`config.mk`:
```
export PLATFORM = sky130hd
export DESIGN_NAME = cam_row_decoder
export DESIGN_NICKNAME = d
export VERILOG_FILES = /design/src/rtl/cam_pkg.sv /design/src/rtl/onehot_decoder.sv /design/src/rtl/cam_row_decoder.sv
export SDC_FILE = /design/constraint.sdc
export NUM_CORES = 1
export LEC_CHECK = 0
export ABC_AREA = 0
export BUFFER_PORTS_ARGS = -buffer_cell sky130_fd_sc_hd__buf_4
export CORE_MARGIN = 2
export CORE_UTILIZATION = 45
export CTS_CLUSTER_SIZE = 24
export DETAILED_ROUTE_END_ITERATION = 10
export GPL_TIMING_DRIVEN = 0
export PLACE_DENSITY = 0.71
export SLEW_MARGIN = 20
export SYNTH_ARGS = -nofsm -noshare
export SYNTH_HDL_FRONTEND = slang
export SYNTH_HIERARCHICAL = 1
export SYNTH_SLANG_ARGS = --single-unit
```
`constraint.sdc`:
```
create_clock -name clk -period 3.5 [get_ports clk]
set_input_delay 0.875 -clock clk [delete_from_list [all_inputs] [get_ports clk]]
set_output_delay 0.875 -clock clk [all_outputs]
set_load 0.01 [all_outputs]
```
`src/rtl/cam_pkg.sv`:
```
// rtl/cam_pkg.sv - shared op encodings and decoder FSM state type for the CAM write front end
// Contents:
//   CAM_OP_WRITE / CAM_OP_INV  request op encodings
//   cam_dec_state_t            row decoder FSM states (IDLE, FLUSH)
package cam_pkg;

    localparam logic CAM_OP_WRITE = 1'b0;
    localparam logic CAM_OP_INV   = 1'b1;

    typedef enum logic [0:0] {
        IDLE  = 1'b0,
        FLUSH = 1'b1
    } cam_dec_state_t;

endpackage

```
`src/rtl/onehot_decoder.sv`:
```
// rtl/onehot_decoder.sv - combinational binary to one-hot decoder with range flag
// Parameters:
//   WIDTH     number of one-hot outputs; need not be a power of two
// Ports:
//   bin       in   $clog2(WIDTH)  binary index
//   onehot    out  WIDTH          onehot[bin] set when bin is in range, else all zero
//   in_range  out  1              bin < WIDTH
module onehot_decoder #(
    parameter int WIDTH = 16
) (
    input  logic [$clog2(WIDTH)-1:0] bin,
    output logic [WIDTH-1:0]         onehot,
    output logic                     in_range
);

    always_comb begin
        onehot   = '0;
        in_range = (int'(bin) < WIDTH);
        if (in_range) begin
            onehot[bin] = 1'b1;
        end
    end

endmodule

```
`src/rtl/cam_row_decoder.sv`:
```
// rtl/cam_row_decoder.sv - CAM write-side row decoder with occupancy bits and flush sweep
// Parameters:
//   DEPTH, DATA_WIDTH; AW = $clog2(DEPTH) is derived
// Ports:
//   clk, rst_n                     clock, asynchronous active-low reset
//   req_valid/req_ready            request handshake
//   req_op, req_addr, req_data     op (0 write, 1 invalidate), row index, row data
//   flush_start / flush_busy       start and status of the full-array clear sweep
//   row_we, row_clr, row_wdata     registered one-hot strobes and write data to the array
//   occ, occ_full                  per-row valid bits and their AND
//   err                            sticky out-of-range flag
// Configuration:
//   CAM_ROW_DECODER_ERR_EN  defined: err tracks out-of-range requests; undefined: err tied 0
module cam_row_decoder
    import cam_pkg::*;
#(
    parameter int DEPTH      = 16,
    parameter int DATA_WIDTH = 32
) (
    input  logic                     clk,
    input  logic                     rst_n,
    input  logic                     req_valid,
    output logic                     req_ready,
    input  logic                     req_op,
    input  logic [$clog2(DEPTH)-1:0] req_addr,
    input  logic [DATA_WIDTH-1:0]    req_data,
    input  logic                     flush_start,
    output logic                     flush_busy,
    output logic [DEPTH-1:0]         row_we,
    output logic [DEPTH-1:0]         row_clr,
    output logic [DATA_WIDTH-1:0]    row_wdata,
    output logic [DEPTH-1:0]         occ,
    output logic                     occ_full,
    output logic                     err
);

    localparam int AW = $clog2(DEPTH);
    localparam logic [AW-1:0] LAST_ROW = AW'(DEPTH - 1);

    cam_dec_state_t          state_q, state_d;
    logic [AW-1:0]           k_q, k_d;
    logic                    ready_q, ready_d;
    logic [DEPTH-1:0]        we_q, we_d;
    logic [DEPTH-1:0]        clr_q, clr_d;
    logic [DEPTH-1:0]        occ_q, occ_d;
    logic [DATA_WIDTH-1:0]   wdata_q, wdata_d;

    logic [DEPTH-1:0]        req_oh, flush_oh;
    logic                    req_in_range, flush_in_range;
    logic                    accept;

    onehot_decoder #(.WIDTH(DEPTH)) u_req_dec (
        .bin      (req_addr),
        .onehot   (req_oh),
        .in_range (req_in_range)
    );

    // Decodes the row the sweep will clear on the next cycle, so the
    // flush strobe is registered just like the request strobes.
    onehot_decoder #(.WIDTH(DEPTH)) u_flush_dec (
        .bin      (k_d),
        .onehot   (flush_oh),
        .in_range (flush_in_range)
    );

    assign accept = req_valid & ready_q;

    always_comb begin
        state_d = state_q;
        k_d     = k_q;
        we_d    = '0;
        clr_d   = '0;
        occ_d   = occ_q;
        wdata_d = wdata_q;

        case (state_q)
            IDLE: begin
                if (flush_start) begin
                    state_d = FLUSH;
                    k_d     = '0;
                end
            end
            FLUSH: begin
                if (k_q == LAST_ROW) begin
                    state_d = IDLE;
                    k_d     = '0;
                end else begin
                    k_d = k_q + 1'b1;
                end
            end
            default: begin
                state_d = IDLE;
                k_d     = '0;
            end
        endcase

        if (accept && req_in_range) begin
            if (req_op == CAM_OP_WRITE) begin
                we_d    = req_oh;
                occ_d   = occ_q | req_oh;
                wdata_d = req_data;
            end else begin
                clr_d = req_oh;
                occ_d = occ_q & ~req_oh;
            end
        end

        // The sweep clear is applied last so it wins over a same-cycle write.
        // It replaces a same-cycle invalidate strobe to keep row_clr one-hot;
        // that row is cleared again by the sweep anyway.
        if (state_d == FLUSH && flush_in_range) begin
            clr_d = flush_oh;
            occ_d = occ_d & ~flush_oh;
        end

        ready_d = (state_d == IDLE);
    end

    always_ff @(posedge clk or negedge rst_n) begin
        if (!rst_n) begin
            state_q <= IDLE;
            k_q     <= '0;
            ready_q <= 1'b0;
            we_q    <= '0;
            clr_q   <= '0;
            occ_q   <= '0;
            wdata_q <= '0;
        end else begin
            state_q <= state_d;
            k_q     <= k_d;
            ready_q <= ready_d;
            we_q    <= we_d;
            clr_q   <= clr_d;
            occ_q   <= occ_d;
            wdata_q <= wdata_d;
        end
    end

`ifdef CAM_ROW_DECODER_ERR_EN
    logic err_q, err_d;

    always_comb begin
        err_d = err_q;
        if (accept && !req_in_range) begin
            err_d = 1'b1;
        end
        if (state_q == FLUSH && k_q == LAST_ROW) begin
            err_d = 1'b0;
        end
    end

    always_ff @(posedge clk or negedge rst_n) begin
        if (!rst_n) begin
            err_q <= 1'b0;
        end else begin
            err_q <= err_d;
        end
    end

    assign err = err_q;
`else
    assign err = 1'b0;
`endif

    assign req_ready  = ready_q;
    assign flush_busy = (state_q == FLUSH);
    assign row_we     = we_q;
    assign row_clr    = clr_q;
    assign row_wdata  = wdata_q;
    assign occ        = occ_q;
    assign occ_full   = &occ_q;

endmodule

```
# Word-level counts from Yosys, hierarchy flattened
# Cells that the tools add are included.
[word_totals]
reg_bits = 86
in_bits = 41
out_inout_bits = 84
wordCells = 44
[classes]
add_sub_neg = 1
magnitude_cmp = 4
eq_ne = 1
muxes = 18
bitwise_logic = 9
n_reduce_logical = 4
[ops]
columns = ["operator", "count"]
rows = [
  ["2-to-1 mux 16 bit", 8],
  ["bitwise AND 16 bit", 2],
  ["inverter 16 bit", 2],
  ["bitwise OR 16 bit", 1],
  ["AND reduction 16 bit", 1],
  ["< comparator 4 x 5 -> 1 bit, second input constant", 2],
  ["demux 1 bit (select 4 bit)", 2],
  ["greater-or-equal comparator 4 x 1 -> 1 bit, second input constant", 2],
  ["2-to-1 mux 4 bit", 2],
  ["case mux 4 bit (2 select lines)", 1],
  ["adder 4 x 1 -> 4 bit, second input constant", 1],
  ["equality test 4 bit, second input constant", 1],
  ["2-to-1 mux 1 bit", 4],
  ["inverter 1 bit", 3],
  ["logical AND 1 bit", 2],
  ["case mux 1 bit (2 select lines)", 1],
  ["AND reduction 2 bit", 1],
  ["bitwise AND 1 bit", 1],
]

# Logic depth before layout (Yosys ltp)
# Gate-level depths: netlist of the first run.
[logic_depth]
ltp_word = 10
mapped_depth = 7
mapped_depth_nobuf = 6

# Modules after synthesis
# The synthesis of the first run kept the hierarchy.
[modules_own_cells]
columns = ["module", "n_inst", "cells_each", "area_per_inst_um2"]
rows = [
  ["cam_row_decoder", 1, 250, 3543.4],
  ["onehot_decoder at u_flush_dec", 1, 22, 287.8],
  ["onehot_decoder at u_req_dec", 1, 22, 237.7],
]

# Worst setup path before layout of the first run
# No wires, ideal clock.
[synth_timing]
path_type = "input to register"
start = "input flush_start"
end = "register clr_q[4], in the netlist row_clr[4]"
setup_ns = 0.066
arrival_time_ns = 1.959
slack_ns = 1.475
path_stages = 6
cell_sequence = "nor2_1 > o21ai_0 > o21ai_0 > buf_6 > nor4b_4 > a22o_1"
[synth_between]
elab_chain_cells = 7
elab_cells_between_ends = 10
cone_classes = "2 x order compare; 7 x mux; 1 x reduce/logical"
[synth_lines]
columns = ["element", "line_no", "source"]
rows = [
  ["start: declaration", "cam_row_decoder.sv:27", "input logic flush_start,"],
  ["2-to-1 mux 4 bit *", "cam_row_decoder.sv:78", "if (flush_start) begin"],
  ["case mux 4 bit (2 select lines) *", "cam_row_decoder.sv:76", "case (state_q)"],
  ["named net k_d[2]", "cam_row_decoder.sv:41", "logic [AW-1:0] k_q, k_d;"],
  ["< comparator 4 x 5 -> 1 bit (not written as such) / greater-or-equal comparator 4 x 1 -> 1 bit (equally long branches)", "onehot_decoder.sv:20", "onehot[bin] = 1'b1;"],
  ["logical AND 1 bit (not written as such)", "onehot_decoder.sv:20", ""],
  ["2-to-1 mux 1 bit (not written as such)", "onehot_decoder.sv:20", ""],
  ["demux 1 bit (select 4 bit) *", "n/a", ""],
  ["named net flush_oh[4]", "cam_row_decoder.sv:48", "logic [DEPTH-1:0] req_oh, flush_oh;"],
  ["2-to-1 mux 16 bit *", "cam_row_decoder.sv:111", "if (state_d == FLUSH && flush_in_range) begin"],
  ["named net clr_d[4]", "cam_row_decoder.sv:44", "logic [DEPTH-1:0] clr_q, clr_d;"],
  ["end signal: assignment", "cam_row_decoder.sv:133", "clr_q <= clr_d;"],
  ["end: declaration", "cam_row_decoder.sv:44", ""],
]
# Mark *: on every way through the listed nets, which the timed path passes. The rest lies on a longest branch.
# A chain may end at the register's enable or synchronous reset.

# Worst setup path after layout of the first run
[layout_timing]
start = "register occ_q[3], in the netlist occ[3]"
end = "output occ_full"
[layout_between]
elab_chain_cells = 1
[layout_lines]
columns = ["element", "line_no", "source"]
rows = [
  ["start: declaration", "cam_row_decoder.sv:45", "logic [DEPTH-1:0] occ_q, occ_d;"],
  ["start signal: assignment", "cam_row_decoder.sv:126", "occ_q <= '0;"],
  ["start signal: assignment", "cam_row_decoder.sv:134", "occ_q <= occ_d;"],
  ["AND reduction 16 bit", "cam_row_decoder.sv:171", "assign occ_full = &occ_q;"],
  ["end: declaration", "cam_row_decoder.sv:33", "output logic occ_full,"],
]
# Every way passes these cells.

==> flow_metrics.py, run 1 <==
metrics = {
    "timing": {
        "min_period_ps": 2419,
        "grt_setup_unrepaired": "false",
        "finalCritPeriodShare_pct": 69.12,
        "setup_slack_ps": 1081,
        "tightest_slew_ps": 808.2,
        "fin_setup_tns_ps": 0,
        "setup_viol": 0,
        "final.setup_skew_ps": 10.78,
        "relSlewSlack_pct": 45.55,
        "fmax_ghz": 0.4133,
        "hold_violations": 0,
        "maxSlewViolCount": 0,
    },
    "clocking": {
        "clockBufferDepth": 2,
        "cts_root_buf": "clkbuf_8",
        "clk_pin_slew_worst_paths_ps": 90,
        "post_cts_buffers": 0,
        "cts_resized": 0,
        "numCtsBuffers": 9,
        "htree_levels": 3,
        "clk_latency_ps": 360,
        "ctsHoldBuffers": 0,
        "cts_sinks": 86,
        "cts_tree": "done",
    },
    "floorplanning": {
        "dieArea_sq_um": 9819,
        "rows": 34,
        "fp.dieH_um": 99.09,
        "ios": 125,
        "die_w_um": 99.09,
        "initial_core_util_pct": 46.43,
        "core_area_sq_um": 8763,
    },
    "worst_setup_path": {
        "cp_num_buf_inv": 1,
        "worstPathArrival_ps": 1540,
        "crit_family": "simple AND/OR/NAND/NOR gates",
        "critPathCaptureType": "output port",
        "slowest_delay_ps": 410,
        "cp_slowest_cell": "dfrtp_1",
        "cp-start-kind": "register",
        "cp_cell_sequence": "nand4_1, nor4_1, buf_4",
        "critPathMaxFanout": 3,
        "critical_path_required_ps": 2620,
        "critical_path_class": "register to output port",
    },
    "status": {
        "status": "finished clean",
    },
    "power_and_ir_drop": {
        "p_per_area_nw_per_um2": 674.7,
        "ir_worst_vdd_mv": 0.4582,
        "p_leak_nw": 2.554,
        "finalPower_mw": 3.583,
    },
    "yosys": {
        "syn_area_sq_um": 4069,
        "ys.warnings.count": 6,
        "synth.avg_cell_area_sq_um": 13.84,
        "syn_nets": 336,
        "ys_ff_latch": 86,
        "synth_cell_types": 36,
        "seq_area_frac_synth_pct": 52.89,
        "synthCells": 294,
    },
    "drt": {
        "dr.first_iter.drc_count": 169,
        "ant_nets": 0,
        "wl_per_cell_um": 18.43,
        "drc_errors": 0,
        "routed_wl_mm": 9.917,
        "via_count": 2940,
        "viasPerCell": 5.465,
        "dr.pass1.iters": 4,
    },
    "global_routing": {
        "grt_pass1_vias": 3104,
        "grt_start_max_net_pins": 87,
        "overflow": 0,
        "grt_pass1_wl_mm": 16.20,
        "antenna_found_initial": 0,
        "track_usage_pct": 20.94,
    },
    "placement": {
        "dp.cells": 523,
        "place_area_sq_um": 5112,
        "dp_hpwl_mm": 7.141,
        "pre_cts_ws_ps": 1061,
        "port_buffers": 121,
        "place.gp.congestion": 0.8265,
    },
    "run": {
        "cap_violations": 0,
    },
    "finish": {
        "drive_above_1_share_pct": 56.51,
        "n_antenna_cell": 0,
        "nNetsFinal": 468,
        "stdcell_count": 538,
        "final_cell_mix": "buf_4 (131), dfrtp_1 (86), mux2_2 (28), nand4_1 (22)",
        "final_cell_area_sq_um": 5310,
        "layout_commonest_cell": "buf_4",
        "area_delta_synth_final_pct": 30.50,
    },
    "min_path": {
        "worstHoldPathType": "register to register",
    },
}
Yosys cell counts:
| library cell | instances | area share, % |
|---|---|---|
| ha_1 | 1 | 0.31 |
| nor2b_1 | 2 | 0.31 |
| and4bb_2 | 4 | 1.2 |
| nor4b_4 | 4 | 2.3 |
| nor4b_2 | 4 | 1.5 |
| clkbuf_1 | 1 | 0.092 |
| o21ai_0 | 4 | 0.49 |
| a22oi_2 | 16 | 4.9 |
| nor2_1 | 17 | 1.6 |
| nand3b_1 | 1 | 0.18 |
| nand3_1 | 1 | 0.12 |
| nand2_1 | 5 | 0.46 |
| buf_2 | 3 | 0.37 |
| and4b_4 | 1 | 0.34 |
| buf_12 | 2 | 0.98 |
| a22o_1 | 17 | 3.7 |
| and4b_1 | 8 | 2.0 |
| dfrtp_1 | 86 | 53 |
| o221ai_1 | 1 | 0.22 |
| nand4_1 | 22 | 3.4 |
| conb_1 | 3 | 0.28 |
| buf_4 | 11 | 2.0 |
| nor4_2 | 2 | 0.61 |
| buf_8 | 1 | 0.37 |
| o21a_1 | 1 | 0.18 |
| mux2_2 | 28 | 7.7 |
| and4bb_1 | 8 | 2.5 |
| buf_6 | 9 | 2.5 |
| a21oi_1 | 1 | 0.12 |
| buf_1 | 3 | 0.28 |
| nor4_1 | 1 | 0.15 |
| mux2_4 | 4 | 1.5 |
| and4_1 | 2 | 0.43 |
| and2_4 | 1 | 0.22 |
| inv_1 | 2 | 0.18 |
| a21oi_2 | 17 | 3.7 |
power by group:
part	leakage (nW)	internal [mW]	switching [mW]
Combinational	1.31	0.773	0.720
Clock	0.0883	0.331	0.368
Sequential	1.16	1.24	0.151
Total	2.55	2.34	1.24
sequential cells by signal, summed over array words and instances (netlist names):
signal      count
req_ready       1
row_clr        16
occ            16
k_q             4
flush_busy      1
row_wdata      32
row_we         16
area by class of cell:
type,instances,area [sq um]
fillers,704,3453
well taps,108,135.1
multi-input cells,176,1640
flip-flops and latches,86,2152
repair buffers,121,912.1
plain buffers,30,269.0
clock buffers,9,123.9
inverters,2,7.507
clock inverters,6,70.07
worst paths after layout:
path,end,slack (ps),startpoint,cells after the start
hold / removal,row_wdata[15],520,row_wdata[15],1
max in group asynchronous,row_we[11],2420,rst_n,1
min in group asynchronous,row_wdata[5],550,rst_n,1
setup reg to reg,row_clr[1],1260,k_q[0],7
hold reg to reg,row_wdata[15],520,row_wdata[15],1
setup / recovery,occ_full,1080,occ[3],3
cell families (layout without fill, tap and decap cells):
| family | count (synthesis) | after routing | share of synthesized area [%] |
|---|---|---|---|
| simple gates | 83 | 83 | 17.25 |
| buf+inv | 32 | 168 | 6.796 |
| mux | 32 | 32 | 9.225 |
| flops | 86 | 86 | 52.89 |
| fa+ha+maj | 1 | 1 | 0.3075 |
| compound gates | 57 | 57 | 13.25 |
| other cells | 3 | 3 | 0.2767 |
layer usage:
| metal | wire length [um] | share of wire [%] | global-route usage, % | up-vias |
|---|---|---|---|---|
| met3 | 786 | 7.9 | 4.146 | 13 |
| li1 | - | - | - | 1369 |
| met2 | 4716 | 48 | 33.58 | 133 |
| met1 | 4236 | 43 | 27.92 | 1425 |
| met5 | 0 | 0 | 0 | - |
| met4 | 177 | 1.8 | 8.851 | 0 |
stage by stage:
| stage | utilization, % | hold WS, ps |
|---|---|---|
| floorplan | - | 551.1 |
| global route | 60.59 | 539.9 |
| finish | 60.59 | 515.4 |
| CTS | 60.55 | 518.4 |
| global placement | 58.34 | 490.9 |
| detailed placement | 58.34 | 497.0 |
Power figures use the tool's default switching activity.
==> run 2: changes to the inputs <==
--- a/config.mk
+++ b/config.mk
@@ -12,7 +12,7 @@
 export CTS_CLUSTER_SIZE = 24
 export DETAILED_ROUTE_END_ITERATION = 10
 export GPL_TIMING_DRIVEN = 0
-export PLACE_DENSITY = 0.71
+export PLACE_DENSITY = 0.74
 export SLEW_MARGIN = 20
 export SYNTH_ARGS = -nofsm -noshare
 export SYNTH_HDL_FRONTEND = slang
==> constraint.sdc (replaced) <==
create_clock -name clk -period 2.09 [get_ports clk]
set_input_delay 0.5225 -clock clk [delete_from_list [all_inputs] [get_ports clk]]
set_output_delay 0.5225 -clock clk [all_outputs]
set_load 0.01 [all_outputs]
==> run 2 against run 1 <==
  * Non-clock buffer count is the same
  * Largest power group unchanged
  * Core utilization hardly changed
  * Clock-buffer cell count is 1 higher
  * Setup slack got worse by 970 ps
  * Critical endpoint unchanged
  * Design area barely moved
  * Worst hold slack worse by 320 ps
  * Largest cell class unchanged
  * Combinational power up 71%
==> flow_metrics.py, run 2 (synthesis gave the netlist of run 1 again) <==
metrics = {
    "clocking": {
        "cts_tree": "done",
        "htree_levels": 3,
        "cts_sinks": 86,
        "clk_pin_slew_worst_paths_ps": 90,
        "clockBufferDepth": 2,
        "clk_latency_ps": 360,
        "post_cts_buffers": 0,
        "numCtsBuffers": 9,
        "cts_root_buf": "clkbuf_8",
    },
    "floorplanning": {
        "die_w_um": 99.09,
        "fp.dieH_um": 99.09,
        "initial_core_util_pct": 46.43,
        "rows": 34,
        "dieArea_sq_um": 9819,
        "ios": 125,
        "core_area_sq_um": 8763,
    },
    "worst_setup_path": {
        "crit_family": "simple AND/OR/NAND/NOR gates",
        "critPathMaxFanout": 3,
        "cp_num_buf_inv": 1,
        "slowest_delay_ps": 400,
        "critical_path_required_ps": 1570,
        "worstPathArrival_ps": 1460,
        "rr_worst_depth": 7,
        "cp_slowest_cell": "dfrtp_1",
        "cp-start-kind": "register",
        "critPathCaptureType": "output port",
        "cp_cell_sequence": "nand4_1, nor4_1, buf_4",
        "cp.depth": 3,
        "critical_path_class": "register to output port",
    },
    "drt": {
        "drc_errors": 0,
        "dr.pass1.iters": 4,
        "dr.first_iter.drc_count": 179,
        "ant_nets": 0,
        "via_count": 3011,
        "routed_wl_mm": 9.861,
        "viasPerCell": 5.586,
        "wl_per_cell_um": 18.29,
    },
    "timing": {
        "grt_setup_unrepaired": "false",
        "whs_ps": 194.7,
        "min_period_ps": 1981,
        "setup_viol": 0,
        "fin_setup_tns_ps": 0,
        "fmax_ghz": 0.5049,
        "tightest_slew_ps": 767.6,
        "final.setup_skew_ps": 6.336,
        "finalCritPeriodShare_pct": 94.77,
        "relSlewSlack_pct": 48.82,
        "maxSlewViolCount": 0,
        "hold_violations": 0,
    },
    "finish": {
        "multi_input_comb_area_sq_um": 1652,
        "largest_reg_flops": 32,
        "utilization_pct": 60.58,
        "drive_above_1_share_pct": 57.08,
        "layout_commonest_cell": "buf_4",
        "ff_latch_area_sq_um": 2152,
        "nNetsFinal": 468,
        "nFillCells": 692,
        "area_delta_synth_final_pct": 30.47,
        "n_antenna_cell": 0,
        "final_cell_mix": "buf_4 (131), dfrtp_1 (86), mux2_2 (28), nand4_1 (22)",
    },
    "global_routing": {
        "grt_pass1_vias": 3046,
        "grt_pass1_wl_mm": 15.90,
        "overflow": 0,
        "antenna_found_initial": 0,
        "grt_start_max_net_pins": 87,
        "track_usage_pct": 20.42,
    },
    "min_path": {
        "worstHoldPathType": "input port to asynchronous set/reset pin",
    },
    "power_and_ir_drop": {
        "p_sw_share_pct": 35.68,
        "p_leak_nw": 2.559,
        "p_per_area_nw_per_um2": 1124,
        "clkPwrFrac_pct": 18.2,
        "comb_power_share_pct": 42.7,
        "p_int_mw": 3.837,
        "seq_power_share_pct": 39.1,
        "ir_worst_vdd_mv": 0.6151,
        "switching_power_mw": 2.129,
    },
    "placement": {
        "dp_hpwl_mm": 6.956,
        "place.gp.congestion": 0.8357,
        "port_buffers": 121,
    },
    "run": {
        "cap_violations": 0,
    },
    "status": {
        "status": "finished clean",
    },
}
## run 2: changes by cell type in the layout (fill, tap and decap cells not counted), sizes merged
cell / change
inv: +1
clkinvlp: -2
clkbuf: +1
bufinv: -1
clkinv: +2
## run 2: power groups by stage
| stage | Combinational (mW) | Clock (mW) | Sequential (mW) |
|---|---|---|---|
| finish | 2.55 | 1.09 | 2.33 |
| global route | 2.72 | 1.18 | 2.39 |
| CTS | 2.52 | 1.11 | 2.33 |
| detailed placement | 2.51 | 0 | 2.36 |
| global placement | 2.46 | 0 | 2.35 |
| floorplan | 1.36 | 0 | 2.51 |
## run 2: layout make-up
class	count	share of cell area, %
inverter	2	0.1414
buffer	30	5.067
multi-input combinational	176	31.11
timing repair buffer	121	17.18
clock buffer	10	2.404
sequential	86	40.54
clock inverter	6	1.013
tap	108	2.545
## run 2: per-layer routing
metal | GRT usage [%] | routed length, um
met1 | 27.72 | 4273
met2 | 32.90 | 4685
met3 | 4.006 | 702
met4 | 7.376 | 200
met5 | 0 | 0
## run 2: through the flow
stage | cell area (sq um) | instances | worst slack, ps | total power [mW]
after detailed placement | 5112 | 523 | -127.7 | 4.866
after global routing | 5309 | 539 | 18.04 | 6.289
after CTS | 5294 | 539 | 2.974 | 5.962
after floorplan | 4069 | 294 | 234.9 | 3.871
after global placement | 5112 | 523 | -53.98 | 4.809
final | 5309 | 539 | 109.3 | 5.966
## run 2: worst paths after layout
kind,from,endpoint,slack [ps]
setup reg to reg,k_q[0],row_clr[1],160
setup / recovery,occ[0],occ_full,110
hold reg to reg,row_wdata[31],row_wdata[31],510
max in group asynchronous,rst_n,row_we[0],1360
hold / removal,rst_n,row_wdata[3],190
min in group clk,req_op,row_we[3],350
## run 2: what timing repair did
action | in CTS | in global routing
gates resized for setup | 2 | 4
endpoints found under the setup margin | 21 | 27
hold buffers | 0 | 0
